[src/rtl/mem_arbiter_pkg.sv]
// Shared definitions for the main-memory arbiter: FSM encoding, block geometry, memory latency.
package mem_arbiter_pkg;

    localparam int BLK_OFS_W   = 4;
    localparam int WORD_IDX_W  = 3;
    localparam int BLK_WRDS    = 1 << WORD_IDX_W;
    localparam int MEM_LAT_DEF = 4;

    localparam logic [WORD_IDX_W-1:0] LAST_WORD = WORD_IDX_W'(BLK_WRDS - 1);

    typedef enum logic [1:0] {
        ST_IDLE  = 2'd0,
        ST_STORE = 2'd1,
        ST_FILL  = 2'd2
    } state_t;

    function automatic logic [WORD_IDX_W-1:0] next_idx(input logic [WORD_IDX_W-1:0] idx);
        return idx + 1'b1;
    endfunction

endpackage

[src/rtl/mem_arbiter_pldff.sv]
// Plain D register with synchronous active-high clear; holds every piece of arbiter state.
module mem_arbiter_pldff #(
    parameter int W = 1
) (
    input  logic         clk,
    input  logic         rst,
    input  logic [W-1:0] d,
    output logic [W-1:0] q
);

    always_ff @(posedge clk) begin
        if (rst) q <= '0;
        else     q <= d;
    end

endmodule

[src/rtl/mem_arbiter.sv]
// Arbitrates main memory between I-fills, D-fills and D write-through stores; sequences 8-word fills.
//   state    | meaning
//   ST_IDLE  | sample requests, grant store first, then fills with I/D alternation on conflict
//   ST_STORE | single write cycle, dc_wr_done pulses
//   ST_FILL  | issue 8 pipelined reads, steer 8 returning words to tgt_d side, done on last word
module mem_arbiter
    import mem_arbiter_pkg::*;
#(
    parameter int ADDR_W = 16,
    parameter int DATA_W = 16
) (
    input  logic                  clk,
    input  logic                  rst,
    input  logic                  ic_miss,
    input  logic [ADDR_W-1:0]     ic_miss_addr,
    input  logic                  dc_miss,
    input  logic [ADDR_W-1:0]     dc_miss_addr,
    input  logic                  dc_wr,
    input  logic [ADDR_W-1:0]     dc_wr_addr,
    input  logic [DATA_W-1:0]     dc_wr_data,
    output logic                  mem_en,
    output logic                  mem_wr,
    output logic [ADDR_W-1:0]     mem_addr,
    output logic [DATA_W-1:0]     mem_wdata,
    input  logic [DATA_W-1:0]     mem_rdata,
    input  logic                  mem_valid,
    output logic [DATA_W-1:0]     fill_data,
    output logic [WORD_IDX_W-1:0] fill_word,
    output logic                  ic_fill_we,
    output logic                  dc_fill_we,
    output logic                  ic_fill_done,
    output logic                  dc_fill_done,
    output logic                  dc_wr_done,
    output logic                  ic_stall,
    output logic                  dc_stall
);

    logic [1:0]            state_q;
    state_t                state;
    state_t                state_n;
    logic [WORD_IDX_W-1:0] iss_cnt, iss_cnt_n;
    logic                  iss_done, iss_done_n;
    logic [WORD_IDX_W-1:0] rx_cnt, rx_cnt_n;
    logic [ADDR_W-1:0]     blk_addr, blk_addr_n;
    logic                  tgt_d, tgt_d_n;
    logic                  last_d, last_d_n;
    logic                  grant_d;

    assign state = state_t'(state_q);

    mem_arbiter_pldff #(.W(2))          u_state    (.clk(clk), .rst(rst), .d(state_n),    .q(state_q));
    mem_arbiter_pldff #(.W(WORD_IDX_W)) u_iss_cnt  (.clk(clk), .rst(rst), .d(iss_cnt_n),  .q(iss_cnt));
    mem_arbiter_pldff #(.W(1))          u_iss_done (.clk(clk), .rst(rst), .d(iss_done_n), .q(iss_done));
    mem_arbiter_pldff #(.W(WORD_IDX_W)) u_rx_cnt   (.clk(clk), .rst(rst), .d(rx_cnt_n),   .q(rx_cnt));
    mem_arbiter_pldff #(.W(ADDR_W))     u_blk_addr (.clk(clk), .rst(rst), .d(blk_addr_n), .q(blk_addr));
    mem_arbiter_pldff #(.W(1))          u_tgt_d    (.clk(clk), .rst(rst), .d(tgt_d_n),    .q(tgt_d));
    mem_arbiter_pldff #(.W(1))          u_last_d   (.clk(clk), .rst(rst), .d(last_d_n),   .q(last_d));

    // Block offset bits are rebuilt from iss_cnt, so the latched low bits never reach memory.
    logic unused_blk_ofs;
    assign unused_blk_ofs = ^blk_addr[BLK_OFS_W-1:0];

    always_comb begin
        state_n      = state;
        iss_cnt_n    = iss_cnt;
        iss_done_n   = iss_done;
        rx_cnt_n     = rx_cnt;
        blk_addr_n   = blk_addr;
        tgt_d_n      = tgt_d;
        last_d_n     = last_d;
        grant_d      = 1'b0;
        mem_en       = 1'b0;
        mem_wr       = 1'b0;
        mem_addr     = '0;
        mem_wdata    = '0;
        ic_fill_we   = 1'b0;
        dc_fill_we   = 1'b0;
        ic_fill_done = 1'b0;
        dc_fill_done = 1'b0;
        dc_wr_done   = 1'b0;

        case (state)
            ST_IDLE: begin
                if (dc_wr) begin
                    state_n = ST_STORE;
                end else if (ic_miss || dc_miss) begin
                    // On a fill conflict, whoever did not win last time goes first.
                    grant_d    = dc_miss & (~ic_miss | ~last_d);
                    state_n    = ST_FILL;
                    tgt_d_n    = grant_d;
                    last_d_n   = grant_d;
                    blk_addr_n = grant_d ? dc_miss_addr : ic_miss_addr;
                    iss_cnt_n  = '0;
                    iss_done_n = 1'b0;
                    rx_cnt_n   = '0;
                end
            end

            ST_STORE: begin
                mem_en     = 1'b1;
                mem_wr     = 1'b1;
                mem_addr   = dc_wr_addr;
                mem_wdata  = dc_wr_data;
                dc_wr_done = 1'b1;
                state_n    = ST_IDLE;
            end

            ST_FILL: begin
                if (!iss_done) begin
                    mem_en   = 1'b1;
                    mem_addr = {blk_addr[ADDR_W-1:BLK_OFS_W], iss_cnt, 1'b0};
                    if (iss_cnt == LAST_WORD) iss_done_n = 1'b1;
                    else                      iss_cnt_n  = next_idx(iss_cnt);
                end
                if (mem_valid) begin
                    ic_fill_we = ~tgt_d;
                    dc_fill_we = tgt_d;
                    if (rx_cnt == LAST_WORD) begin
                        ic_fill_done = ~tgt_d;
                        dc_fill_done = tgt_d;
                        state_n      = ST_IDLE;
                        rx_cnt_n     = '0;
                        iss_cnt_n    = '0;
                        iss_done_n   = 1'b0;
                    end else begin
                        rx_cnt_n = next_idx(rx_cnt);
                    end
                end
            end

            default: state_n = ST_IDLE;
        endcase
    end

    assign fill_data = mem_rdata;
    assign fill_word = rx_cnt;
    assign ic_stall  = ic_miss & ~ic_fill_done;
    assign dc_stall  = (dc_miss & ~dc_fill_done) | (dc_wr & ~dc_wr_done);

endmodule

[config.mk]
export PLATFORM = sky130hd
export DESIGN_NAME = mem_arbiter
export DESIGN_NICKNAME = d
export VERILOG_FILES = /design/src/rtl/mem_arbiter_pkg.sv /design/src/rtl/mem_arbiter_pldff.sv /design/src/rtl/mem_arbiter.sv
export SDC_FILE = /design/constraint.sdc
export NUM_CORES = 1
export LEC_CHECK = 0
export ABC_AREA = 1
export CAP_MARGIN = 20
export CORE_ASPECT_RATIO = 2
export CORE_UTILIZATION = 35
export DETAILED_ROUTE_END_ITERATION = 6
export PLACE_DENSITY_LB_ADDON = 0.12
export RECOVER_POWER = 25
export SETUP_SLACK_MARGIN = 0.02
export SKIP_CTS_REPAIR_TIMING = 1
export SYNTH_ARGS = -nofsm -noshare
export SYNTH_HDL_FRONTEND = slang
export SYNTH_SLANG_ARGS = --single-unit
[constraint.sdc]
create_clock -name clk -period 2.4 [get_ports clk]
set_input_delay 0.48 -clock clk [delete_from_list [all_inputs] [get_ports clk]]
set_output_delay 0.48 -clock clk [all_outputs]
set_load 0.1 [all_outputs]
# After elaboration in Yosys (flattened, before gate mapping)
# Index checks and enable logic that the tools add are counted.
classes:
  n_addsub: 2
  n_eq_ne: 9
  muxes: 39
  bitwise_logic: 12
  n_reduce_logical: 7
ops:
  columns: ["operator", "count"]
  rows:
  - ["$mux 16", 3]
  - ["$pmux 16 s2", 1]
  - ["$mux 3", 8]
  - ["$mux 1", 18]
  - ["$pmux 3 s2", 2]
  - ["$reduce_and 3->1", 3]
  - ["$mux 2", 4]
  - ["$ne 2x2->1 const B", 4]
  - ["$add 3x1->3 const B", 2]
  - ["$eq 3x3->1 const B", 2]
  - ["$not 1->1", 6]
  - ["$and 1x1->1", 4]
  - ["$pmux 1 s2", 2]
  - ["$pmux 2 s2", 1]
  - ["$reduce_and 4->1", 1]
  - ["$ne 3x3->1 const B", 1]
  - ["$eq 2x1->1 const B", 1]
  - ["$eq 2x2->1 const B", 1]
  - ["$logic_not 2->1", 1]
  - ["$or 1x1->1", 2]
  - ["$reduce_bool 2->1", 1]
  - ["$logic_or 1x1->1", 1]
totals:
  regBits: 26
  in_bits: 86
  out_inout_bits: 60
  wordCells: 75

# Logic depth before layout (Yosys ltp)
# Gate-level depths: netlist of the first run.
depth:
  word_depth: 7
  ltp_mapped: 10
  mapped_depth_nobuf: 10

# Hierarchy
# From an unflattened synthesis of the first run, not the netlist that was laid out.
hier_totals:
  cells_unflattened: 367
  hier_area_um2: 2152.1
by_module_without_submodules:
  columns: ["mod", "n_inst", "cells_per_inst", "area_each_um2", "seq_area_each_um2"]
  rows:
  - ["mem_arbiter", 1, 284, 1367.6, 0.0]
  - ["mem_arbiter_pldff at u_blk_addr", 1, 50, 474.2, 320.3]
  - ["mem_arbiter_pldff at u_iss_cnt ...", 2, 9, 82.6, 60.1]
  - ["mem_arbiter_pldff at u_iss_done ...", 3, 3, 30.0, 20.0]
  - ["mem_arbiter_pldff at u_state", 1, 6, 55.1, 40.0]

# Worst setup path before layout of the first run
# No wires, ideal clock.
synth_timing:
  path_kind: "flip-flop to output port"
  start: "register u_rx_cnt.q[0]"
  end: "output port dc_stall"
  t_arrival_ns: 5.196
  required_ns: 1.920
  path_slack_ns: -3.276
  path_stages_with_launch: 6
  n_path_buf: 0
  path_cell_list: "dfxtp_1 -> ha_1 -> ha_1 -> inv_1 -> nor3_1 -> o22ai_1"
synth_between:
  elab_chain_cells: 7
synth_lines:
  columns: ["element", "line", "rtl"]
  rows:
  - ["start, declared", "mem_arbiter_pldff.sv:8", "output logic [W-1:0] q"]
  - ["start signal, assigned", "mem_arbiter_pldff.sv:12", "if (rst) q <= '0;"]
  - ["start signal, assigned", "mem_arbiter_pldff.sv:13", "else q <= d;"]
  - ["$eq 3x3->1", "mem_arbiter.sv:118", "if (rx_cnt == LAST_WORD) begin"]
  - ["$mux 1", "mem_arbiter.sv:118", null]
  - ["$mux 1", "mem_arbiter.sv:115", "if (mem_valid) begin"]
  - ["$mux 1", "mem_arbiter.sv:82", "case (state)"]
  - ["named net dc_fill_done", "mem_arbiter.sv:32", "output logic dc_fill_done,"]
  - ["$not 1->1", "mem_arbiter.sv:138", "assign dc_stall = (dc_miss & ~dc_fill_done) | (dc_wr & ~dc_wr_done);"]
  - ["$and 1x1->1", "mem_arbiter.sv:138", null]
  - ["$or 1x1->1", "mem_arbiter.sv:138", null]
  - ["end, declared", "mem_arbiter.sv:35", "output logic dc_stall"]
# The timed path passes the listed nets, and every way through them passes these cells.

# Final worst setup path of the first run
layout_timing:
  start: "register u_state.q[1]"
  end: "output port mem_addr[9]"
layout_between:
  elab_chain_cells: 2
  word_cells_on_any_way: 3
  classes_between: "eq/ne (2); mux (1)"
layout_lines:
  columns: ["element", "line", "rtl"]
  rows:
  - ["start, declared", "mem_arbiter_pldff.sv:8", null]
  - ["start signal, assigned", "mem_arbiter_pldff.sv:12", null]
  - ["start signal, assigned", "mem_arbiter_pldff.sv:13", null]
  - ["$eq 2x2->1 or $eq 2x1->1 (tied branches)", "mem_arbiter.sv:82", null]
  - ["$pmux 16 s2 *", "mem_arbiter.sv:82", null]
  - ["end, declared", "mem_arbiter.sv:23", "output logic [ADDR_W-1:0] mem_addr,"]
# Every way passes the cells marked *; elsewhere a longest branch is shown, timed or not.

==> summary.txt, run 1 <==
Synth
  • Syn Std Cell Area: 1770 sq um
  • Yosys warns: 0
  • Post-synthesis register bit count: 22
  • Synthesized instance count: 303
  • Yosys cell types: 24
  • Register area share after synthesis: 0.248
  • Synthesized area per cell: 5.85 sq um
  • Syn_nets: 395

Placement
  • Setup Slack @ Placement: 0.159 ns
  • GP Congestion: 0.777
  • Port bufs: 105
  • Area after DPL: 3360 sq um
  • Hpwl dp: 4120 um
  • # placed instances: 439

Layout
  • Fill cells: 398
  • Area of the multi-input gates: 1130 sq um
  • Nets: 479
  • Share of cells above drive strength 1: 0.233
  • Area Growth Syn to Fin: 92.4%
  • Post-Layout Cell Count: 443
  • Flip-flop and latch area: 453 sq um
  • Core Util, Final: 0.701
  • Antenna cells: 0
  • Post-route cell area: 3410 sq um

Timing
  • RSZ-0062 raised after global routing: false
  • TNS Setup: 0 ns
  • Max-slew headroom: 0.220
  • Final slew viol count: 0
  • Minimum clock period: 2.26 ns
  • Fmax: 442 MHz
  • Final WS setup: 0.136 ns
  • Tightest Pin Transition: 1.18 ns
  • # setup viols final: 0
  • Clock Skew: 0.00986 ns
  • Hold Fails Final Rpt: 0
  • Period utilization: 0.943

Clocking
  • CTS tree: built
  • Clock Tree Root: clkbuf_8
  • Clock transition at path regs: 0.08 ns
  • H-tree depth: 1
  • Clk Latency, worst-skew pair: 0.26 ns
  • Clk sinks: 22
  • CTS buffer count: 3
  • Clock Tree Buf Depth: 2

Global routing
  • Antenna violations before repair: 0
  • Vias in the first global route: 1908
  • Total track usage: 0.195
  • First-pass GRT wire length: 8090 um
  • Grt ovf: 0
  • Pin count of the biggest net entering global routing: 36

Run
  • Max_cap viols: 0

Pwr
  • Leakage: 1.52 nW
  • Pwr/cell area: 424 nW/um^2
  • Peak supply drop: 0.383 mV

Floorplan
  • Starting density of the core: 0.364
  • Rows: 36
  • Height of the chip: 103 um
  • Die width: 52.3 um
  • Core outline area: 4860 sq um
  • # IOs: 146
  • Die Area: 5370 sq um

Hold path
  • Worst hold stages: 2
  • Hold crit path type: flip-flop to flip-flop

Route
  • DRC viols: 0
  • Post-DRT Antenna Nets: 0
  • Final WL: 5030 um
  • Vias per cell: 4.67
  • DRT Pass-1 Iters: 4
  • DRT iter0 DRCs: 25
  • Vias: 2067
  • DR WL/cell: 11.4 um

Critical path
  • Critical Path Fanout Max: 13
  • Req. time, crit path: 1.92 ns
  • Crit path DAT: 1.78 ns
  • Setup crit end kind: primary output
  • Critical path class: flip-flop to primary output
  • Critical Path Start Type: flip-flop
  • Worst reg2reg path depth: 7

Status
  • Outcome: complete, no violations
-- sequential cells by signal, indices dropped and copies added, names as in the netlist --
signal / flops
u_blk_addr.q: 12
u_iss_done.q: 1
u_rx_cnt.q: 3
u_last_d.q: 1
u_iss_cnt.q: 3
u_state.q: 2
-- routing by layer --
metal  share of wire  vias to the layer above  global-route usage
li1                -                     1065                   -
met1            0.35                      910               0.203
met2            0.57                       86               0.365
met3           0.073                        6              0.0472
met4           0.011                        0              0.0668
met5               0                        -                   0
-- kinds of logic (layout without fill, tap and decap cells) --
| family | after synthesis | in the layout | synth area share |
|---|---|---|---|
| fa+ha+maj | 6 | 6 | 0.0423 |
| buf+inv | 89 | 172 | 0.250 |
| simple gates | 147 | 147 | 0.347 |
| flops | 22 | 22 | 0.248 |
| compound gates | 39 | 39 | 0.113 |
-- cell type report --
type                            instances  area share
Clock buffer                            4      0.0132
Inverter                               60      0.0693
Multi-Input combinational cell        192       0.331
Sequential cell                        22       0.133
Tap cell                               57      0.0209
Timing Repair Buffer                  108       0.433
-- worst paths after layout --
kind | start | endpoint | slack (ns)
max | u_state.q[1] | mem_addr[9] | 0.14
min | u_iss_cnt.q[2] | u_iss_cnt.q[2] | 0.50
max reg2reg | u_rx_cnt.q[0] | u_iss_done.q | 0.79
min reg2reg | u_iss_cnt.q[2] | u_iss_cnt.q[2] | 0.50
-- cell usage after synthesis --
cell type | instances | area share
nand2_1 | 68 | 0.14
inv_1 | 57 | 0.12
nor2_1 | 47 | 0.10
o21ai_0 | 26 | 0.073
nand3_1 | 24 | 0.068
dfxtp_1 | 22 | 0.25
buf_4 | 17 | 0.072
a21oi_1 | 8 | 0.023
ha_1 | 6 | 0.042
buf_2 | 5 | 0.014
buf_6 | 3 | 0.019
clkbuf_1 | 3 | 0.0064
o21ai_1 | 3 | 0.0085
inv_2 | 2 | 0.0042
nand2_4 | 2 | 0.013
nor3_1 | 2 | 0.0056
a21oi_2 | 1 | 0.0049
and2_1 | 1 | 0.0035
buf_8 | 1 | 0.0085
inv_6 | 1 | 0.0049
nand2_2 | 1 | 0.0035
nor2_4 | 1 | 0.0064
o22ai_1 | 1 | 0.0035
or2_2 | 1 | 0.0035
-- worst max-delay path, cell delays in order (launching register included) --
cell and delay [ns]:
dfxtp_1 0.38, inv_1 0.12, ha_4 0.30, nand3_4 0.14, buf_12 0.20, o21ai_2 0.17
buf_12 0.20
-- cell usage in the layout (no fill, tap or decap) --
cell type	n
nand3_4	1
or2_4	1
dfxtp_2	1
inv_6	1
a21oi_2	1
o21ai_4	9
clkdlybuf4s50_1	61
nor2_4	2
nand3_1	23
ha_1	1
clkbuf_8	3
inv_2	2
ha_4	4
o21ai_0	11
nand2_2	3
nand2_4	1
clkinvlp_4	1
nor3_4	2
nor2_1	44
o21ai_1	3
dfxtp_4	3
inv_4	1
dfxtp_1	18
nor2_2	2
clkbuf_1	4
buf_4	2
buf_12	42
a21oi_1	8
and2_1	1
ha_2	1
inv_1	55
nand2_1	67
o21ai_2	6
o22ai_4	1
-- metrics by stage --
stage               power, mW  hold WS [ns]
floorplan                1.06         0.458
global placement         1.21         0.481
CTS                      1.46         0.499
finish                   1.45         0.499
global route             1.53         0.526
detailed placement       1.22         0.488
-- power breakdown --
group / internal (mW) / switching (mW)
registers: 0.398 / 0.0238
clock network: 0.118 / 0.115
logic: 0.300 / 0.492
Power figures use the tool's default switching activity.
==> run 2, diff against run 1 <==
--- a/config.mk
+++ b/config.mk
@@ -14,6 +14,7 @@
 export RECOVER_POWER = 25
 export SETUP_SLACK_MARGIN = 0.02
 export SKIP_CTS_REPAIR_TIMING = 1
+export SKIP_LAST_GASP = 1
 export SYNTH_ARGS = -nofsm -noshare
 export SYNTH_HDL_FRONTEND = slang
 export SYNTH_SLANG_ARGS = --single-unit
==> results of run 2 <==
No change in the layout: final DEF, timing and power equal those of run 1.
==> run 3, diff against run 2 <==
--- a/config.mk
+++ b/config.mk
@@ -12,6 +12,7 @@
 export DETAILED_ROUTE_END_ITERATION = 6
 export PLACE_DENSITY_LB_ADDON = 0.12
 export RECOVER_POWER = 25
+export REMOVE_ABC_BUFFERS = 1
 export SETUP_SLACK_MARGIN = 0.02
 export SKIP_CTS_REPAIR_TIMING = 1
 export SKIP_LAST_GASP = 1
==> summary.txt, run 3 (synthesis results as in run 1) <==
Layout
  • Area Growth Syn to Fin: 79.3%
  • Most frequent cells in the layout: nand2_1, clkdlybuf4s50_1, inv_1, nor2_1, buf_12
  • Max reg flops: 12 (unchanged)
  • Share of cells above drive strength 1: 0.159 (-0.0738)
  • Largest reg by FF count: u_blk_addr.q
  • Largest regs: u_blk_addr.q: 12 flops, u_iss_cnt.q: 3 flops, u_rx_cnt.q: 3 flops
  • Post-route cell area: 3180 sq um (-6.8%)
  • Antenna cells: 0 (unchanged)
  • Nets: 482 (+0.63%)
  • Most common cell after layout, fill and taps aside: nand2_1
  • Post-Layout Cell Count: 446 (+0.68%)

Hold path
  • Hold crit path type: flip-flop to flip-flop

Clocking
  • CTS tree: built
  • Clock Tree Root: clkbuf_8
  • Clk Latency, worst-skew pair: 0.26 ns (about the same)
  • CTS buffer count: 3 (unchanged)
  • Clock Tree Buf Depth: 2 (unchanged)
  • Clk sinks: 22 (unchanged)
  • Clock transition at path regs: 0.08 ns (about the same)
  • H-tree depth: 1 (unchanged)

Run
  • Max_cap viols: 0 (unchanged)

Pwr
  • Leakage: 1.50 nW (-1.5%)
  • Pwr/cell area: 450 nW/um^2 (+5.9%)
  • Combinational share of power: 0.523 (-0.024)
  • Cell internal pwr: 0.826 mW (+1.1%)
  • Peak supply drop: 0.268 mV (-30%)
  • Sequential share of power: 0.292 (about the same)
  • Switching share of power: 0.422 (-0.0137)
  • Clock power share: 0.185 (+0.024)
  • Switching pwr: 0.603 mW (-4.4%)

Status
  • Outcome: complete, no violations

Critical path
  • Critical path class: flip-flop to primary output
  • Critical Path Fanout Max: 16 (+3)
  • Req. time, crit path: 1.92 ns (about the same)
  • Setup crit end kind: primary output
  • Slowest stage delay, CP: 0.36 ns (-0.02 ns)
  • Cells along the critical path: inv_1 -> ha_1 -> nand3_1 -> buf_4 -> o21ai_0 -> buf_12
  • Crit path DAT: 1.81 ns (+0.03 ns)
  • Critical Path Start Type: flip-flop
  • CP max stage cell: dfxtp_1

Floorplan
  • Die width: 52.3 um (unchanged)
  • Starting density of the core: 0.364 (unchanged)
  • # IOs: 146 (unchanged)
  • Core outline area: 4860 sq um (unchanged)
  • Die Area: 5370 sq um (unchanged)
  • Rows: 36 (unchanged)
  • Height of the chip: 103 um (unchanged)

Placement
  • # placed instances: 442 (+0.68%)
  • GP Congestion: 0.788 (+1.4%)
  • Hpwl dp: 4370 um (+6.1%)
  • Port bufs: 105 (unchanged)
  • Area after DPL: 3130 sq um (-6.8%)

Route
  • Final WL: 5480 um (+8.8%)
  • DRT iter0 DRCs: 23 (-8.0%)
  • Wl on met1: 1800 um (+2.9%)
  • DRT Pass-1 Iters: 4 (unchanged)
  • Post-DRT Antenna Nets: 0 (unchanged)
  • DR WL/cell: 12.3 um (+8.1%)
  • Top Metal Used: met5
  • Vias: 2040 (-1.3%)
  • Vias per cell: 4.57 (-2.0%)
  • DR WL met3: 416 um (+13%)
  • DR WL met2: 3090 um (+8.1%)
  • DRC viols: 0 (unchanged)

Timing
  • Tightest Pin Transition: 1.20 ns (+0.0203 ns)
  • # setup viols final: 0 (unchanged)
  • Max-slew headroom: 0.206 (-0.0135)
  • Clock Skew: 0.00321 ns (-0.00665 ns)
  • Hold Fails Final Rpt: 0 (unchanged)
  • Hold slack final: 0.473 ns (-0.0259 ns)
  • Minimum clock period: 2.29 ns (+0.0300 ns)
  • Fmax: 436 MHz (-1.3%)
  • RSZ-0062 raised after global routing: true
  • Final slew viol count: 0 (unchanged)
  • Period utilization: 0.956 (+0.0125)

Global routing
  • Total track usage: 0.211 (+0.0159)
  • Vias in the first global route: 1834 (-3.9%)
  • Antenna violations before repair: 0 (unchanged)
  • Pin count of the biggest net entering global routing: 26 (-28%)
  • Grt ovf: 0 (unchanged)
  • First-pass GRT wire length: 8560 um (+5.8%)
[run 3: critical path: cells and delay by family, from the launching register on]
family / cells / cell delay (ns)
AO/OA/AOI/OAI: 1 / 0.32
adder cells (fa/ha/maj): 1 / 0.29
buffers and inverters: 3 / 0.51
flip-flops: 1 / 0.36
AND/OR/NAND/NOR: 1 / 0.07
[run 3: per-stage QoR]
stage | TNS (ns) | worst slack (ns) | power, mW | utilization
after floorplan | -57.38 | -3.28 | 0.871 | -
after CTS | 0 | 0.0830 | 1.45 | 0.655
after global placement | 0 | 0.248 | 1.17 | 0.644
final | 0 | 0.106 | 1.43 | 0.654
after global routing | -0.0473 | -0.0134 | 1.51 | 0.654
after detailed placement | 0 | 0.225 | 1.18 | 0.644
[run 3: per-layer routing]
metal | vias up | track usage
li1 | 1066 | -
met1 | 894 | 0.216
met2 | 70 | 0.383
met3 | 8 | 0.0634
met4 | 2 | 0.0769
met5 | - | 0.0625
[run 3: final timing paths]
kind	slack [ns]	endpoint	start	depth (start not counted)
worst max-delay path	0.11	mem_addr[4]	u_state.q[0]	6
worst min register to register	0.47	u_iss_cnt.q[2]	u_iss_cnt.q[2]	2
worst min-delay path	0.47	u_iss_cnt.q[2]	u_iss_cnt.q[2]	2
worst max register to register	0.67	u_iss_done.q	u_rx_cnt.q[0]	7
[run 3: area by class of cell]
class / instances / area [sq um]
inverter: 60 / 230
sequential: 22 / 440
clock buffer: 4 / 55.1
multi-input combinational: 192 / 887
fill: 452 / 1690
tap: 57 / 71.3
timing repair buffer: 111 / 1500
[run 3: power by group through the flow]
stage | Sequential (mW) | Clock, mW | Combinational (mW)
finish | 0.418 | 0.264 | 0.748
global placement | 0.425 | 0 | 0.748
detailed placement | 0.426 | 0 | 0.754
CTS | 0.418 | 0.274 | 0.756
global route | 0.422 | 0.288 | 0.801
floorplan | 0.454 | 0 | 0.417
